--- src/rtl/armleocpu_mem_wbuf_pkg.sv ---
// Shared types for the memory write buffer: sequencer state encoding and
// the lane-count derivation used by every module that splits a word into lanes.
package armleocpu_mem_wbuf_pkg;

  typedef enum logic {
    ST_INIT = 1'b0,
    ST_RUN  = 1'b1
  } wbuf_state_t;

  function automatic int lane_count(input int width, input int granulity);
    return width / granulity;
  endfunction

endpackage

--- src/rtl/armleocpu_bytemerge.sv ---
// Per-lane select between two words: lanes with sel_i set take a_i, others take b_i.
// Purely combinational.
module armleocpu_bytemerge
  import armleocpu_mem_wbuf_pkg::*;
#(
  parameter int WIDTH     = 32,
  parameter int GRANULITY = 8,
  localparam int LANES    = lane_count(WIDTH, GRANULITY)
) (
  input  logic [LANES-1:0] sel_i,
  input  logic [WIDTH-1:0] a_i,
  input  logic [WIDTH-1:0] b_i,
  output logic [WIDTH-1:0] y_o
);

  for (genvar i = 0; i < LANES; i++) begin : g_lane
    assign y_o[i*GRANULITY +: GRANULITY] = sel_i[i] ? a_i[i*GRANULITY +: GRANULITY]
                                                    : b_i[i*GRANULITY +: GRANULITY];
  end

endmodule

--- src/rtl/armleocpu_mem_wbuf.sv ---
// Single-entry write buffer in front of a 1RW byte-enable array; reads win the port,
// the buffer drains in read-free cycles. ARMLEOCPU_MEM_WBUF_INIT_EN adds a zero-fill walk after reset.
module armleocpu_mem_wbuf
  import armleocpu_mem_wbuf_pkg::*;
#(
  parameter int ELEMENTS_W = 7,
  parameter int WIDTH      = 32,
  parameter int GRANULITY  = 8,
  localparam int LANES     = lane_count(WIDTH, GRANULITY)
) (
  input  logic                  clk_i,
  input  logic                  rst_i,
  input  logic                  req_valid_i,
  output logic                  req_ready_o,
  input  logic                  req_write_i,
  input  logic [ELEMENTS_W-1:0] req_address_i,
  input  logic [LANES-1:0]      req_writeenable_i,
  input  logic [WIDTH-1:0]      req_writedata_i,
  output logic                  resp_valid_o,
  output logic [WIDTH-1:0]      resp_readdata_o,
  output logic                  busy_o,
  output logic [ELEMENTS_W-1:0] mem_address_o,
  output logic                  mem_read_o,
  input  logic [WIDTH-1:0]      mem_readdata_i,
  output logic                  mem_write_o,
  output logic [LANES-1:0]      mem_writeenable_o,
  output logic [WIDTH-1:0]      mem_writedata_o
);

  if ((WIDTH % GRANULITY) != 0) begin : g_bad_cfg
    $fatal(1, "armleocpu_mem_wbuf: WIDTH must be a multiple of GRANULITY");
  end

`ifdef ARMLEOCPU_MEM_WBUF_INIT_EN
  localparam wbuf_state_t RST_STATE = ST_INIT;
  localparam logic        RST_BUSY  = 1'b1;
`else
  localparam wbuf_state_t RST_STATE = ST_RUN;
  localparam logic        RST_BUSY  = 1'b0;
`endif

  localparam logic [ELEMENTS_W-1:0] LAST_ADDR = {ELEMENTS_W{1'b1}};

  wbuf_state_t           state_q, state_d;
  logic [ELEMENTS_W-1:0] init_cnt_q, init_cnt_d;
  logic                  buf_valid_q, buf_valid_d;
  logic [ELEMENTS_W-1:0] buf_address_q;
  logic [LANES-1:0]      buf_writeenable_q;
  logic [WIDTH-1:0]      buf_writedata_q;
  logic [LANES-1:0]      fwd_enable_q, fwd_enable_d;
  logic [WIDTH-1:0]      fwd_data_q;
  logic                  resp_valid_q;

  logic running, rd_acc, wr_acc, drain, hit;

  always_comb begin
    state_d    = state_q;
    init_cnt_d = init_cnt_q;
    if (state_q == ST_INIT) begin
      init_cnt_d = init_cnt_q + ELEMENTS_W'(1);
      if (init_cnt_q == LAST_ADDR) begin
        state_d = ST_RUN;
      end
    end
  end

  // Every output is masked while rst_i is high so reset takes effect in the same cycle.
  always_comb begin
    running = !rst_i && (state_q == ST_RUN);
    rd_acc  = running && req_valid_i && !req_write_i;
    wr_acc  = running && req_valid_i && req_write_i;
    drain   = running && !rd_acc && buf_valid_q;
    hit     = buf_valid_q && (buf_address_q == req_address_i);

    mem_address_o     = '0;
    mem_read_o        = 1'b0;
    mem_write_o       = 1'b0;
    mem_writeenable_o = '0;
    mem_writedata_o   = '0;
    if (!rst_i && state_q == ST_INIT) begin
      mem_address_o     = init_cnt_q;
      mem_write_o       = 1'b1;
      mem_writeenable_o = '1;
    end else if (rd_acc) begin
      mem_address_o = req_address_i;
      mem_read_o    = 1'b1;
    end else if (drain) begin
      mem_address_o     = buf_address_q;
      mem_write_o       = 1'b1;
      mem_writeenable_o = buf_writeenable_q;
      mem_writedata_o   = buf_writedata_q;
    end

    buf_valid_d = buf_valid_q;
    if (wr_acc) begin
      buf_valid_d = 1'b1;
    end else if (drain) begin
      buf_valid_d = 1'b0;
    end

    fwd_enable_d = fwd_enable_q;
    if (rd_acc) begin
      fwd_enable_d = hit ? buf_writeenable_q : '0;
    end
  end

  always_ff @(posedge clk_i) begin
    if (rst_i) begin
      state_q      <= RST_STATE;
      init_cnt_q   <= '0;
      buf_valid_q  <= 1'b0;
      fwd_enable_q <= '0;
      resp_valid_q <= 1'b0;
    end else begin
      state_q      <= state_d;
      init_cnt_q   <= init_cnt_d;
      buf_valid_q  <= buf_valid_d;
      fwd_enable_q <= fwd_enable_d;
      resp_valid_q <= rd_acc;
    end
  end

  always_ff @(posedge clk_i) begin
    if (wr_acc) begin
      buf_address_q     <= req_address_i;
      buf_writeenable_q <= req_writeenable_i;
      buf_writedata_q   <= req_writedata_i;
    end
    if (rd_acc) begin
      fwd_data_q <= buf_writedata_q;
    end
  end

  armleocpu_bytemerge #(
    .WIDTH     (WIDTH),
    .GRANULITY (GRANULITY)
  ) u_merge (
    .sel_i (fwd_enable_q),
    .a_i   (fwd_data_q),
    .b_i   (mem_readdata_i),
    .y_o   (resp_readdata_o)
  );

  assign req_ready_o  = running;
  assign resp_valid_o = resp_valid_q && !rst_i;
  assign busy_o       = rst_i ? RST_BUSY : ((state_q == ST_INIT) || buf_valid_q);

endmodule

--- config.mk ---
export PLATFORM = sky130hd
export DESIGN_NAME = armleocpu_mem_wbuf
export DESIGN_NICKNAME = d
export VERILOG_FILES = /design/src/rtl/armleocpu_mem_wbuf_pkg.sv /design/src/rtl/armleocpu_bytemerge.sv /design/src/rtl/armleocpu_mem_wbuf.sv
export SDC_FILE = /design/constraint.sdc
export NUM_CORES = 1
export LEC_CHECK = 0
export CORE_MARGIN = 1
export CORE_UTILIZATION = 30
export DETAILED_ROUTE_END_ITERATION = 8
export GPL_TIMING_DRIVEN = 1
export PLACE_DENSITY_LB_ADDON = 0.05
export SYNTH_ARGS = -nofsm -noshare
export SYNTH_HDL_FRONTEND = slang
export SYNTH_SLANG_ARGS = --single-unit
--- constraint.sdc ---
create_clock -name clk_i -period 2.2 [get_ports clk_i]
set_input_delay 0.44 -clock clk_i [delete_from_list [all_inputs] [get_ports clk_i]]
set_output_delay 0.44 -clock clk_i [all_outputs]
set_load 0.02 [all_outputs]
==> results.toml <==
[status]
status = "finished, final reports clean"

[pwr]
cellInternalPower_w = 0.00295
p_sw_w = 0.000811
swShare = 0.215
share_comb_of_total_power = 0.113
vdd_ir_drop_max_mv = 0.458
clk_network_pwr_share = 0.388
cellPowerDensity_mw_per_mm2 = 646
pwr-share-seq = 0.499
power_w = 0.00377
power_leakage_nw = 2.22

[synth]
synthesis.area_per_instance_um2 = 14.7
synth.net_count = 333
yosysUniqueCellTypes = 32
syn_inst = 253
yosysTopAreaCell = "edfxtp_1"
synthTopCellsByArea = "edfxtp_1, mux2_2, dfxtp_1"
yosys_register_bits = 89
yosysWarnings = 0
synth.cell_area_mm2 = 0.00372
synth_largest_type_area_fraction = 0.605
yosysSeqAreaShare = 0.680

[floorplan]
chipWidth_um = 113
core_area_mm2 = 0.0121
core.rowCount = 40
start_util = 0.309
io_pins = 159
die_area_mm2 = 0.0129
dieHeight_um = 113

[place]
detailed_place.area_mm2 = 0.00565
numPortBuffers = 158
finalWeightedCongestion = 0.777
post-dp-hpwl_um = 6580
placed_instances = 588
dp_worst_setup_slack_ps = -660

[critical_path]
cp_data_arrival_time_ps = 1680
timing.critical_path.fanout_max = 9
cp.required_ps = 1760
critical_path.startpoint_type = "primary input"
timing_worst_setup_path_type = "in -> out"
critical_path.endpoint_type = "primary output"

[clock_network]
insertion_delay_ps = 330
clockRootBuffer = "clkbuf_16"
clkSinkCount = 89
cts-buffers-inserted = 9
clock_tree_from_tritoncts = "done"
ctsHtreeMaxLevel = 3
cts.reportedPaths.clkPinSlew_ps = 70
cts-root-to-sink-buffers = 2

[timing]
setup-violations-final = 0
finalMaxSlewViolations = 0
timing.final.ws_setup_ps = 83.6
maxClockFrequency_mhz = 472
min_period_ps = 2120
worst_pin_slew_ps = 349
finClkSkew_ps = 6.71
finalHoldViolations = 0
hold-worst-slack_ps = 437
post-route-period-util = 0.962
grt_setup_unrepaired = "yes"
timing.slew.headroom = 0.767

[grt]
grt.total_usage = 0.151
grt_antenna_before_repair = 0
grt_start_max_net_pins = 26
global_route_wire_length_before_repair_um = 14500
first_global_vias = 2745
globalRouteOverflowTotal = 0

[final_layout]
area_growth_pct = 56.5
final_design_area_no_fill_mm2 = 0.00583
count_of_fill_cells_added_during_filler_insertion = 1155
most_common_library_cell_in_the_layout_ignoring_fill_and_taps = "clkdlybuf4s50_1"
insertedDiodeCount = 0
finalNonFillerCells = 606
nets = 513
layout.cells.most_common_list = "clkdlybuf4s50_1, edfxtp_1, mux2_2, and2_1, buf_4"
final_layout_size_suffix_gt1_frac = 0.301
multi_input_area_mm2 = 0.00115
ff_latch_area_mm2 = 0.00254

[routing]
drtPass1Iterations = 4
vias_per_cell = 4.27
detail_route.iter0.violations = 72
postRouteWirelength_um = 9200
via_count = 2588
remaining_drc_errors = 0
drtAntennaViolNets = 0
wl_per_cell_um = 15.2

[run]
cap_viol_max_count = 0

[hold_path]
hold_class = "reg -> reg"
-- metrics by stage --
stage	util	TNS, ps
finish	0.483	0
detailed placement	0.468	-27000
floorplan	-	0
global placement	0.468	-24700
CTS	0.488	0
global route	0.483	-25.5
-- layer usage --
layer  vias up  global-route usage  share of wire  wire length, um
li1       1281                   -              -                -
met1      1221               0.193           0.46             4210
met2        81               0.254           0.49             4500
met3         5              0.0340          0.044              405
met4         0              0.0500         0.0097               89
met5         -                   0              0                0
-- logic make-up (layout without fill, tap and decap cells) --
group,Yosys count,in the layout,synth area share
adders and majority gates,1,1,0.00336
buffers and inverters,15,200,0.0225
xor gates and xnor gates,12,12,0.0282
DFF,89,89,0.680
and+or+nand+nor,87,87,0.134
muxes,33,33,0.0995
AOI/OAI and AO/OA,16,16,0.0326
-- power groups by stage --
stage | combinational [W] | sequential [W] | clock, W
3_3_place_gp | 0.000433 | 0.00192 | 0
2_1_floorplan | 0.000157 | 0.00191 | 0
4_1_cts | 0.000428 | 0.00188 | 0.00151
6_report | 0.000424 | 0.00188 | 0.00146
5_1_grt | 0.000453 | 0.00188 | 0.00159
3_5_place_dp | 0.000437 | 0.00192 | 0
-- layout make-up --
class                      count  area share
clock buffer                  12      0.0442
sequential                    89       0.437
tap                          168      0.0361
inverter                       1    0.000644
clock inverter                 4     0.00472
timing repair buffer         183       0.280
multi-input combinational    149       0.198
-- cell usage after synthesis (all sizes together) --
cell type / count
or3: 1
xnor2: 9
nand4b: 2
and4bb: 1
buf: 6
nor3: 2
edfxtp: 75
nor4bb: 2
and2: 32
nand2b: 2
o21ai: 2
mux2i: 1
and3: 2
xor2: 3
a22o: 4
nand3: 1
a21oi: 3
inv: 1
clkbuf: 8
a221oi: 7
nor2b: 5
nor2: 23
or2: 1
mux2: 32
ha: 1
nand4: 2
dfxtp: 14
nand2: 11
-- worst paths after layout --
path	endpoint	depth (start not counted)	from	slack [ps]
hold reg to reg	fwd_data_q[23]$_DFFE_PP_	0	buf_writedata_q[23]$_DFFE_PP_	440
setup / recovery	mem_address_o[4]	5	rst_i	80
setup reg to reg	fwd_enable_q[3]$_SDFFE_PP0P_	5	state_q$_SDFF_PN1_	410
hold / removal	fwd_data_q[23]$_DFFE_PP_	0	buf_writedata_q[23]$_DFFE_PP_	440
-- state kept, by name (all words and copies together) (netlist names) --
signal and cells:
fwd_enable_q 4, buf_writedata_q 32, buf_writeenable_q 4, buf_address_q 7
buf_valid_q 1, resp_valid_q 1, state_q 1, init_cnt_q 7
fwd_data_q 32
-- critical path, stage by stage --
cell,delay (ps)
dlygate4sd2_1,290
and4bb_2,510
a221oi_2,110
nor2_1,140
buf_2,180
-- repair_timing --
item / CTS / global route
cloned: 1 / 0
pin swaps: 1 / 1
endpoints found under the setup margin: 78 / 53
setup buffers: 0 / 1
hold buffers: 0 / 0
resized for setup: 140 / 47
No activity file was read; power rests on OpenSTA's default activity.
